--- src/rtl/stream_min_max_tracker.sv ---
// stream_min_max_tracker: per-frame min/max/beat-count of an unsigned valid/ready stream.
// Define MINMAX_IDX_EN to add min_idx/max_idx outputs (first-occurrence beat index).
module stream_min_max_tracker #(
    parameter int width = 8,
    parameter int CNT_W = 16
) (
    input  logic             clk,
    input  logic             reset_n,
    input  logic             clr,
    input  logic [width-1:0] s_data,
    input  logic             s_valid,
    input  logic             s_last,
    output logic             s_ready,
    output logic             m_valid,
    input  logic             m_ready,
    output logic [width-1:0] min_out,
    output logic [width-1:0] max_out,
    output logic [CNT_W-1:0] count,
    output logic             ovf
`ifdef MINMAX_IDX_EN
    ,
    output logic [CNT_W-1:0] min_idx,
    output logic [CNT_W-1:0] max_idx
`endif
);
    typedef enum logic [1:0] {EMPTY, ACCUM, DONE} state_t;
    state_t state;
    assign s_ready = state != DONE;
    // Within EMPTY/ACCUM s_ready is 1, so s_valid alone qualifies a beat.
    always_ff @(posedge clk or negedge reset_n) begin
        if (!reset_n) begin
            state   <= EMPTY;
            m_valid <= 1'b0;
            min_out <= '0;
            max_out <= '0;
            count   <= '0;
            ovf     <= 1'b0;
`ifdef MINMAX_IDX_EN
            min_idx <= '0;
            max_idx <= '0;
`endif
        end else if (clr) begin
            state   <= EMPTY;
            m_valid <= 1'b0;
        end else begin
            case (state)
                EMPTY: if (s_valid) begin
                    min_out <= s_data;
                    max_out <= s_data;
                    count   <= CNT_W'(1);
                    ovf     <= 1'b0;
`ifdef MINMAX_IDX_EN
                    min_idx <= '0;
                    max_idx <= '0;
`endif
                    state   <= s_last ? DONE : ACCUM;
                    m_valid <= s_last;
                end
                ACCUM: if (s_valid) begin
                    min_out <= (s_data < min_out) ? s_data : min_out;
                    max_out <= (s_data > max_out) ? s_data : max_out;
`ifdef MINMAX_IDX_EN
                    // The held count equals this beat's 0-based index and saturates with it.
                    min_idx <= (s_data < min_out) ? count : min_idx;
                    max_idx <= (s_data > max_out) ? count : max_idx;
`endif
                    count   <= (&count) ? count : count + CNT_W'(1);
                    ovf     <= ovf | (&count);
                    state   <= s_last ? DONE : ACCUM;
                    m_valid <= s_last;
                end
                DONE: if (m_ready) begin
                    state   <= EMPTY;
                    m_valid <= 1'b0;
                end
                default: state <= EMPTY;
            endcase
        end
    end
endmodule
--- config.mk ---
export PLATFORM = sky130hd
export DESIGN_NAME = stream_min_max_tracker
export DESIGN_NICKNAME = d
export VERILOG_FILES = /design/src/rtl/stream_min_max_tracker.sv
export SDC_FILE = /design/constraint.sdc
export NUM_CORES = 1
export LEC_CHECK = 0
export ABC_AREA = 1
export BUFFER_PORTS_ARGS = -buffer_cell sky130_fd_sc_hd__buf_2
export CAP_MARGIN = 20
export CELL_PAD_IN_SITES_DETAIL_PLACEMENT = 1
export CELL_PAD_IN_SITES_GLOBAL_PLACEMENT = 2
export CORE_ASPECT_RATIO = 0.8
export CORE_UTILIZATION = 32
export CTS_BUF_LIST = sky130_fd_sc_hd__clkbuf_8
export DETAILED_ROUTE_END_ITERATION = 10
export PLACE_DENSITY_LB_ADDON = 0.25
export SLEW_MARGIN = 20
export SYNTH_ARGS = -nofsm -noshare
export SYNTH_HDL_FRONTEND = slang
export SYNTH_SLANG_ARGS = --single-unit
--- constraint.sdc ---
create_clock -name clk -period 1.8 [get_ports clk]
set_clock_uncertainty 0.05 [all_clocks]
set_input_delay 0.18 -clock clk [delete_from_list [all_inputs] [get_ports clk]]
set_output_delay 0.18 -clock clk [all_outputs]
set_load 0.01 [all_outputs]
# After elaboration in Yosys (flattened, before gate mapping)
# Index checks and enable logic that the tools add are counted.
dict set report classes {
  order_cmp 2
  addsub 1
  eq_ne 10
  mux 23
  reduce_logical 11
  bitwise 2
}
# op count
set op_table {}
lappend op_table {{16-bit two-way mux} 3}
lappend op_table {{8-bit two-way mux} 5}
lappend op_table {{16-bit case mux with 2 select lines} 1}
lappend op_table {{8-bit case mux with 2 select lines} 2}
lappend op_table {{16-bit by 1-bit adder with 16-bit output, second input constant} 1}
lappend op_table {{16-bit AND reduction} 1}
lappend op_table {{5-bit AND reduction} 3}
lappend op_table {{2-bit != test, second input constant} 6}
lappend op_table {{8-bit > comparator} 1}
lappend op_table {{8-bit < comparator} 1}
lappend op_table {{2-bit two-way mux} 4}
lappend op_table {{1-bit two-way mux} 5}
lappend op_table {{1-bit case mux with 2 select lines} 2}
lappend op_table {{2-bit case mux with 2 select lines} 1}
lappend op_table {{4-bit AND reduction} 1}
lappend op_table {{3-bit by 1-bit != test with 1-bit output, second input constant} 1}
lappend op_table {{3-bit != test, second input constant} 1}
lappend op_table {{3-bit AND reduction} 1}
lappend op_table {{3-bit nonzero test} 1}
lappend op_table {{2-bit by 1-bit equality test with 1-bit output, second input constant} 1}
lappend op_table {{2-bit equality test, second input constant} 1}
lappend op_table {{2-bit zero test} 1}
lappend op_table {{2-bit AND reduction} 1}
lappend op_table {{2-bit nonzero test} 1}
lappend op_table {{3 further kinds} 3}
dict set report totals {
  wordCells 55
  register_bits 36
  out_inout_bits 35
}

# Depth between registers and ports, before layout
# Gate-level depths: netlist (run 1).
dict set report logic_depth {
  ltp_word 4
  depth_mapped 13
  ltp_nobuf 13
}

# Worst setup path before layout (run 1)
# No wires, ideal clock.
dict set report synth_path {
  path_type {register to register}
  start {register count[0]}
  end {register count[12]}
  arrival_time_ns 1.440
  required_ns 1.632
  setup_ns 0.118
  slack_ns 0.192
  path_buffers 1
  synth_period_minus_slack_ns 1.608
  path_stages_with_launch 10
  path_cell_list {dfrtp_1 ha_1 nand2_1 nor2_4 nand4_4 nand2_4 nand2_4 buf_6 nand2_2 o21ai_2}
}
dict set report synth_between {
  elab_chain_len 4
  elab_cells_between_ends 7
  classes_between {add/sub (1); eq/ne (1); mux (3); reduce/logical (2)}
}
# item line_no
set synth_lines {}
lappend synth_lines {{start: declaration} 18} ;# output logic [CNT_W-1:0] count,
lappend synth_lines {{start signal: assignment} 67} ;# count <= (&count) ? count : count + CNT_W'(1);
lappend synth_lines {{16-bit by 1-bit adder with 16-bit output} 67}
lappend synth_lines {{16-bit two-way mux} 67}
lappend synth_lines {{16-bit two-way mux} 59} ;# ACCUM: if (s_valid) begin
lappend synth_lines {{16-bit case mux with 2 select lines} 46} ;# case (state)
# Parallel ways exist; a longest one is shown, timed or not. The select of a mux whose other input is x is not followed.
# A chain may end at the register's enable or synchronous reset.

# Final worst setup path (run 1)
dict set report layout_path {
  start {register min_out[7]}
  end {register min_out[4]}
}
dict set report layout_between {
  elab_chain_len 3
}
# item line_no
set layout_lines {}
lappend layout_lines {{start: declaration} 16} ;# output logic [width-1:0] min_out,
lappend layout_lines {{start signal: assignment} 48} ;# min_out <= s_data;
lappend layout_lines {{start signal: assignment} 60} ;# min_out <= (s_data < min_out) ? s_data : min_out;
lappend layout_lines {{8-bit < comparator} 60}
lappend layout_lines {{2-bit != test (no line)} -}
lappend layout_lines {{5-bit AND reduction (no line)} -}
# No other way between the ends.

==> impl_metrics.json, run 1 <==
{
  "maxSlewHeadroom_pct": 62.9,
  "hp-class": "input port to register",
  "yosysTopAreaCellShare_pct": 37.4,
  "area_growth_syn_to_layout_pct": 22.8,
  "crit_fanout": 6,
  "worstPathRequired_ns": 1.94,
  "seq_area_frac_synth_pct": 37.4,
  "cts_buffers": 5,
  "path_clk_slew_ns": 0.08,
  "fin_nets": 425,
  "min_from": "s_data[0]",
  "status": "complete, no violations",
  "r2r_cells": 10,
  "setup_viol": 0,
  "clk_path_buf_depth": 2,
  "cts_htree_levels": 2,
  "netlist_area_mm2": 0.00241,
  "mostFrequentLayoutCell": "nand2_1",
  "core_mm2": 0.00709,
  "dr_total_vias": 2299,
  "fin_area_mm2": 0.00296,
  "hpwl_mm": 5.12,
  "critPathKind": "register to register",
  "worst_setup_path_end_kind": "register",
  "root_buffer": "clkbuf_8",
  "clock_latency_ns": 0.29,
  "grt_start_max_net_pins": 37,
  "wl_met3_um": 203,
  "ioPinCount": 49,
  "syn-mean-instance-area_um2": 7.35,
  "finalCritPeriodShare_pct": 91.5,
  "setup_tns_ns": 0,
  "route.layer.met1.wl_mm": 3.53,
  "stdcell_count": 482,
  "grt_pass1_wl_mm": 11.2,
  "syn_inst": 328,
  "avgViaCountPerCell": 4.77,
  "cts_tree": "done",
  "die_area_mm2": 0.00788,
  "syn_nets": 358,
  "placement.io_buffers": 48,
  "fillers": 916,
  "multi_input_area_mm2": 0.00133,
  "yosysTopAreaCell": "dfrtp_1",
  "rows": 27,
  "worstReg2RegStart": "min_out[7]",
  "ys_warn_count": 0,
  "dieWidth_um": 99.0,
  "layout-drive-gt1-share_pct": 25.6,
  "top_layer": "met4",
  "fmax_mhz": 607,
  "worst_pin_slew_ns": 0.556,
  "ys_seq_elements": 36,
  "hold_viol": 0,
  "avgRoutedWirePerCell_um": 14.0,
  "die_h_um": 79.6,
  "power_per_cell_area_mw_per_mm2": 886,
  "whs_path_depth": 3,
  "grt_overflow": 0,
  "clock_sinks": 36,
  "placed_area_mm2": 0.00281,
  "setup_slack_ns": 0.152,
  "min_to": "min_out[0]",
  "layout_common_cells": "nand2_1 (113), buf_2 (48), dfrtp_1 (36), inv_1 (35), nor2_1 (35)",
  "r2r_slack_ns": 0.15,
  "pre_cts_slack_ns": 0.0275,
  "n_antenna_cell": 0,
  "drv_cap": 0,
  "ant_nets": 0,
  "wl_mm": 6.74,
  "regArea_um2": 901,
  "r2r_end": "min_out[4]",
  "dr.first_iter.drc_count": 62,
  "ys_top_cells_by_area": "dfrtp_1 (37%), nand2_1 (18%), ha_1 (8.3%), nand3_1 (6.4%), nor2_1 (5.8%)",
  "rsz0062_at_grt": "false",
  "grt_usage_pct": 18.3,
  "grt_pass1_vias": 2324,
  "drc": 0,
  "dp.cells": 472,
  "finalMaxSlewViolations": 0,
  "p_leak_nw": 1.58,
  "drtPass1Iterations": 4,
  "final.min_clock_period_ns": 1.65,
  "wl_met2_mm": 2.98,
  "ys_types": 27,
  "cp.arrival_ns": 1.79,
  "antenna_found_initial": 0,
  "start_util_pct": 34.0,
  "start_kind": "register",
  "place.gp.congestion": 0.764,
  "ir_worst_vdd_uv": 386
}
==> timing repair <==
| action | in CTS | in global routing |
|---|---|---|
| setup buffers | 0 | 2 |
| setup endpoints to repair | 0 | 13 |
| resized for setup | 0 | 6 |
| hold endpoints to repair | 36 | 0 |
| hold buffers | 1 | 0 |
==> synth_stat cells <==
cell type    n
nand3_2      1
nand2_4      2
nand4_1      4
buf_1        1
nor2_1      37
o21bai_1     4
o21ai_2      7
o21ai_1      1
inv_2        2
nand3_1     31
a21oi_1      5
o31ai_1      1
nor3_1       2
nor2_4       2
inv_1       35
nand2_1    114
o21a_1       1
a21o_1       1
nand2_2     10
buf_4        1
ha_1        16
xor2_1       4
nand4_4      1
buf_6        5
o21ai_0      2
dfrtp_1     36
xnor2_1      2
==> stage by stage <==
step                      power (mW)  hold slack [ns]  utilization (%)
after global placement          1.94            0.223             39.6
after floorplan                 1.61           -0.166                -
after global routing            2.83           0.0821             41.7
after detailed placement        1.98            0.224             39.6
final                           2.62           0.0728             41.7
after CTS                       2.64           0.0642             41.1
==> metal layers <==
layer / up-vias / track usage, %
met2: 31 / 28.7
met1: 1096 / 25.5
met3: 2 / 3.59
met5: - / 0
li1: 1170 / -
met4: 0 / 4.93
==> kinds of logic after synthesis <==
logic type	count (synthesis)	share of synthesized area (%)
DFF	36	37.4
AOI/OAI and AO/OA	22	6.39
buffers and inverters	44	8.57
xor gates and xnor gates	6	2.18
adders and majority gates	16	8.31
and+or+nand+nor	204	37.2
==> layout make-up <==
cell class | instances | share of cell area (%)
inverters | 37 | 4.69
flip-flops and latches | 36 | 30.4
multi-input cells | 248 | 44.9
clock buffers | 7 | 3.26
repair buffers | 67 | 13.0
well taps | 87 | 3.68
==> critical path: stages (launching register included) <==
cell	delay [ns]
dfrtp_1	0.38
inv_1	0.05
ha_1	0.29
nand2_1	0.09
o21bai_1	0.11
nand2_1	0.08
nor2_2	0.09
nand2_2	0.12
buf_4	0.17
nand3_1	0.06
nand2_1	0.05
==> power breakdown <==
part           leakage (nW)  switching (mW)  internal (mW)
clock                0.0503           0.311          0.342
combinational          1.05           0.551          0.374
sequential            0.471           0.101          0.943
==> sequential cells by signal (all words and copies together), names as in the netlist <==
register / cells
ovf: 1
max_out: 8
count: 16
m_valid: 1
state: 2
min_out: 8
==> worst max path at each step <==
stage / from / to / slack [ns] / cells after the start
after floorplan: count[0] / count[12] / 0.19 / 9
after global placement: min_out[7] / min_out[7] / 0.13 / 10
after detailed placement: min_out[7] / min_out[0] / 0.03 / 10
after CTS: min_out[7] / min_out[0] / 0.01 / 10
after global routing: min_out[7] / min_out[4] / 0.009 / 10
final: min_out[7] / min_out[4] / 0.15 / 10
(Power assumes the default switching activity.)
==> inputs of run 2 (changes only) <==
--- a/config.mk
+++ b/config.mk
@@ -11,6 +11,7 @@
 export CELL_PAD_IN_SITES_DETAIL_PLACEMENT = 1
 export CELL_PAD_IN_SITES_GLOBAL_PLACEMENT = 2
 export CORE_ASPECT_RATIO = 0.8
+export CORE_MARGIN = 10
 export CORE_UTILIZATION = 32
 export CTS_BUF_LIST = sky130_fd_sc_hd__clkbuf_8
 export DETAILED_ROUTE_END_ITERATION = 10
==> run 2 against run 1 <==
Against the previous run: design area rose by 0.55%; non-clock buffer count is 2 lower; register-to-register slack lost 0.05 ns; sequential power barely moved; cell count increased by 0.41%; largest cell class unchanged; largest power group unchanged.
==> impl_metrics.json, run 2 (same netlist as run 1, synthesis figures left out) <==
{
  "placement.io_buffers": 48,
  "wl_met3_um": 269,
  "hp-class": "input port to register",
  "largest_reg_flops": 16,
  "ant_nets": 0,
  "worst_pin_slew_ns": 0.565,
  "antenna_found_initial": 0,
  "final.min_clock_period_ns": 1.70,
  "fmax_mhz": 589,
  "setup_slack_ns": 0.103,
  "layout-drive-gt1-share_pct": 26.4,
  "ir_worst_vdd_uv": 341,
  "cp.arrival_ns": 1.83,
  "n_antenna_cell": 0,
  "crit_fanout": 7,
  "finalMaxSlewViolations": 0,
  "clock_sinks": 36,
  "die_area_mm2": 0.0114,
  "status": "complete, no violations",
  "avgRoutedWirePerCell_um": 14.7,
  "dr_total_vias": 2267,
  "layout_common_cells": "nand2_1 (112), buf_2 (48), inv_1 (36), dfrtp_1 (36), nor2_1 (34)",
  "worst_setup_path_end_kind": "register",
  "root_buffer": "clkbuf_8",
  "hold_viol": 0,
  "grt_pass1_vias": 2326,
  "wl_met2_mm": 3.07,
  "cts_htree_levels": 2,
  "mostFrequentLayoutCell": "nand2_1",
  "worst_path_largest_cell_delay_ns": 0.39,
  "core_mm2": 0.00736,
  "grt_start_max_net_pins": 37,
  "grt_pass1_wl_mm": 11.8,
  "worst_path_most_repeated_cell": "nand2_1",
  "avgViaCountPerCell": 4.68,
  "hpwl_mm": 5.43,
  "rows": 28,
  "fillers": 939,
  "dr.first_iter.drc_count": 78,
  "slowest_stage": "dfrtp_1",
  "cts_tree": "done",
  "clock_latency_ns": 0.29,
  "wl_mm": 7.11,
  "drv_cap": 0,
  "grt_usage_pct": 12.7,
  "top_layer": "met4",
  "drc": 0,
  "setup_viol": 0,
  "finalCritPeriodShare_pct": 94.3,
  "ioPinCount": 49,
  "p_leak_nw": 1.57,
  "dieWidth_um": 117,
  "start_kind": "register",
  "area_growth_syn_to_layout_pct": 23.5,
  "die_h_um": 97.6,
  "start_util_pct": 32.8,
  "power_per_cell_area_mw_per_mm2": 890,
  "clk_path_buf_depth": 2,
  "drtPass1Iterations": 4,
  "pre_cts_slack_ns": 0.0677,
  "route.layer.met1.wl_mm": 3.73,
  "path_clk_slew_ns": 0.08,
  "cts_buffers": 5,
  "worstPathRequired_ns": 1.94,
  "top_regs": "count: 16 flops, max_out: 8 flops, min_out: 8 flops",
  "maxSlewHeadroom_pct": 62.3,
  "holdWs_ns": 0.0875,
  "path_cells": "inv_1, ha_1, nand2_1, o21bai_1, nand2_1, nor2_2, nand2_4, buf_4, nand3_1, nand2_1",
  "fin_nets": 423,
  "critPathKind": "register to register",
  "grt_overflow": 0,
  "largest-register": "count",
  "place.gp.congestion": 0.779,
  "fin_util_pct": 40.4
}
-- run 2: cell type report --
class | instances | area [um2] | share of cell area, %
Clock inverter | 2 | 7.51 | 0.252
Multi-Input combinational cell | 248 | 1360 | 45.7
Timing Repair Buffer | 65 | 374 | 12.6
Inverter | 37 | 139 | 4.67
Clock buffer | 6 | 82.6 | 2.78
Sequential cell | 36 | 901 | 30.3
Tap cell | 90 | 113 | 3.78
-- run 2: per-stage QoR --
step / setup TNS [ns] / total power, mW / instance area, um2 / std cells
CTS: 0 / 2.62 / 2890 / 480
detailed placement: 0 / 1.98 / 2790 / 471
floorplan: 0 / 1.61 / 2410 / 328
global route: -0.117 / 2.89 / 2980 / 484
global placement: 0 / 1.95 / 2790 / 471
finish: 0 / 2.65 / 2980 / 484
-- run 2: critical path, delay by kind of cell (launching register included) --
kind / cells / cell delay (ns)
and+or+nand+nor: 6 / 0.55
DFF: 1 / 0.39
adders and majority gates: 1 / 0.26
buffers and inverters: 2 / 0.21
AOI/OAI and AO/OA: 1 / 0.12
-- run 2: what timing repair did --
action                                 CTS  global route
hold buffers                             1             0
gates resized for setup                  0            13
setup buffers                            0             4
endpoints found under the hold margin   36             0
setup endpoints to repair                0            16
-- run 2: path summary, 6_finish.rpt --
kind / slack (ns) / to / cells after the start / startpoint
max in group asynchronous: 0.92 / count[8] / 3 / reset_n
hold reg to reg: 0.45 / m_valid / 2 / m_valid
min in group asynchronous: 0.41 / max_out[1] / 3 / reset_n
setup reg to reg: 0.10 / min_out[4] / 10 / min_out[6]
hold / removal: 0.09 / max_out[4] / 3 / s_data[4]
setup / recovery: 0.10 / min_out[4] / 10 / min_out[6]
-- run 2: report_power, final --
part	total (mW)	switching [mW]	internal [mW]	leakage (nW)
clock network	0.613	0.311	0.302	0.0538
logic	0.987	0.575	0.412	1.05
registers	1.05	0.107	0.943	0.471
total	2.65	0.993	1.66	1.57
-- run 2: metal layers --
metal / track usage [%] / vias to the layer above
li1: - / 1163
met1: 18.5 / 1067
met2: 18.4 / 32
met3: 3.02 / 5
met4: 2.56 / 0
met5: 0 / -
==> inputs of run 3 (changes only) <==
==> constraint.sdc (replaced) <==
create_clock -name clk -period 2 [get_ports clk]
set_clock_uncertainty 0.05 [all_clocks]
set_input_delay 0.2 -clock clk [delete_from_list [all_inputs] [get_ports clk]]
set_output_delay 0.2 -clock clk [all_outputs]
set_load 0.01 [all_outputs]
==> run 3 against run 2 <==
Against the previous run: clock power rose by 6.9%; first-iteration DRC count fell by 2.6%; cell count fell by 1.2%; combinational power fell by 20%; total power fell by 9.8%; count of clock-buffer cells in the layout fell by 1; sequential share of layout area rose by 0.92 points; non-clock buffer count fell by 6.
==> impl_metrics.json, run 3 (same netlist as run 1, synthesis figures left out) <==
{
  "worstPathRequired_ns": 2.13,
  "rows": 28,
  "r2r_slack_ns": 0.29,
  "start_kind": "register",
  "finalCritPeriodShare_pct": 85.3,
  "avgRoutedWirePerCell_um": 14.7,
  "cts_tree": "done",
  "mostFrequentLayoutCell": "nand2_1",
  "antenna_found_initial": 0,
  "min_from": "s_data[7]",
  "cts_buffers": 5,
  "path_clk_slew_ns": 0.08,
  "top_regs": "count: 16 flops, max_out: 8 flops, min_out: 8 flops",
  "maxSlewHeadroom_pct": 60.9,
  "drc": 0,
  "clk_path_buf_depth": 2,
  "drtPass1Iterations": 4,
  "setup_tns_ns": 0,
  "crit_fanout": 21,
  "r2r_end": "count[9]",
  "r2r_cells": 8,
  "wl_mm": 7.01,
  "ant_nets": 0,
  "n_antenna_cell": 0,
  "fin_util_pct": 39.3,
  "fillers": 937,
  "hold_viol": 0,
  "worst_setup_path_end_kind": "register",
  "status": "complete, no violations",
  "final.min_clock_period_ns": 1.71,
  "cp.arrival_ns": 1.83,
  "path_cells": "ha_1, nand2_1, nor2_4, nand4_4, nand2_4, nand2_4, nand2_1, o21ai_2",
  "p_leak_nw": 1.54,
  "p_switching_mw": 0.863,
  "worst_path_largest_cell_delay_ns": 0.39,
  "rsz0062_at_grt": "false",
  "p_int_mw": 1.53,
  "power_per_cell_area_mw_per_mm2": 827,
  "avgViaCountPerCell": 4.77,
  "slowest_stage": "dfrtp_1",
  "hp-class": "input port to register",
  "grt_start_max_net_pins": 37,
  "largest_reg_flops": 16,
  "fmax_mhz": 586,
  "place.gp.congestion": 0.803,
  "hpwl_mm": 5.45,
  "fin_nets": 417,
  "dr_total_vias": 2278,
  "p_comb_share_pct": 33.0,
  "critPathBufInv": 0,
  "cts_htree_levels": 2,
  "ir_worst_vdd_uv": 359,
  "area_growth_syn_to_layout_pct": 19.8,
  "drv_cap": 0,
  "setup_viol": 0,
  "die_area_mm2": 0.0114,
  "grt_usage_pct": 12.8,
  "grt_overflow": 0,
  "grt_pass1_wl_mm": 11.9,
  "clock_sinks": 36,
  "clkPwrFrac_pct": 27.4,
  "layout_common_cells": "nand2_1 (114), buf_2 (48), nor2_1 (37), inv_1 (36), dfrtp_1 (36)",
  "worstReg2RegStart": "count[1]",
  "finalMaxSlewViolations": 0,
  "die_h_um": 97.6,
  "holdWs_ns": 0.103,
  "whs_path_depth": 3,
  "grt_pass1_vias": 2334,
  "ioPinCount": 49,
  "cp_top_family": "simple AND/OR/NAND/NOR gates",
  "layout-drive-gt1-share_pct": 23.2,
  "start_util_pct": 32.8,
  "setup_slack_ns": 0.293,
  "root_buffer": "clkbuf_8",
  "worst_pin_slew_ns": 0.586,
  "dieWidth_um": 117,
  "largest-register": "count",
  "min_to": "max_out[7]",
  "pre_cts_slack_ns": 0.298,
  "clock_latency_ns": 0.29,
  "cts-resized-gates": 0,
  "seq_power_share_pct": 39.6,
  "critPathKind": "register to register",
  "placement.io_buffers": 48,
  "dr.first_iter.drc_count": 76,
  "core_mm2": 0.00736,
  "sw_frac_of_total_pct": 36.1
}
## run 3: final cells by class
cell class / instances / area (um2) / share of cell area, %
Multi-Input combinational cell: 248 / 1300 / 45.1
Tap cell: 90 / 113 / 3.90
Timing Repair Buffer: 59 / 325 / 11.3
Inverter: 37 / 139 / 4.81
Sequential cell: 36 / 901 / 31.2
Clock inverter: 3 / 38.8 / 1.34
Clock buffer: 5 / 68.8 / 2.38
## run 3: layer usage
metal | part of all wire, % | track usage, % | routed length, um | up-vias
li1 | - | - | - | 1154
met1 | 50 | 17.9 | 3510 | 1084
met2 | 45 | 19.2 | 3130 | 35
met3 | 4.5 | 3.02 | 313 | 5
met4 | 0.78 | 3.13 | 55 | 0
met5 | 0 | 0 | 0 | -
## run 3: repair_timing
item                      4_1_cts  5_1_grt
hold endpoints to repair       36        0
hold buffers                    1        0
setup buffers                   0        0
## run 3: how the worst max path moves through the flow
stage / start / end / cells after the start
4_1_cts: count[1] / count[9] / 8
3_5_place_dp: count[1] / count[9] / 8
2_1_floorplan: count[0] / count[12] / 9
3_3_place_gp: min_out[5] / min_out[0] / 11
6_report: count[1] / count[9] / 8
5_1_grt: min_out[5] / min_out[0] / 11
## run 3: per-stage QoR
step,power [mW],std cells,area (um2)
floorplan,1.45,328,2410
global placement,1.74,469,2770
detailed placement,1.77,469,2770
CTS,2.44,478,2890
global route,2.60,478,2890
finish,2.39,478,2890
## run 3: power by group through the flow
stage	Clock [mW]	Sequential (mW)	Combinational [mW]
final	0.655	0.945	0.789
after floorplan	0	1.01	0.445
after global routing	0.712	0.970	0.922
after global placement	0	0.958	0.784
after detailed placement	0	0.964	0.808
after CTS	0.675	0.949	0.815
## run 3: worst reg2reg max path, cell delays in order (launching register included)
cell,delay [ns]
dfrtp_1,0.39
ha_1,0.19
nand2_1,0.11
nor2_4,0.23
nand4_4,0.13
nand2_4,0.10
nand2_4,0.18
nand2_1,0.15
o21ai_2,0.06
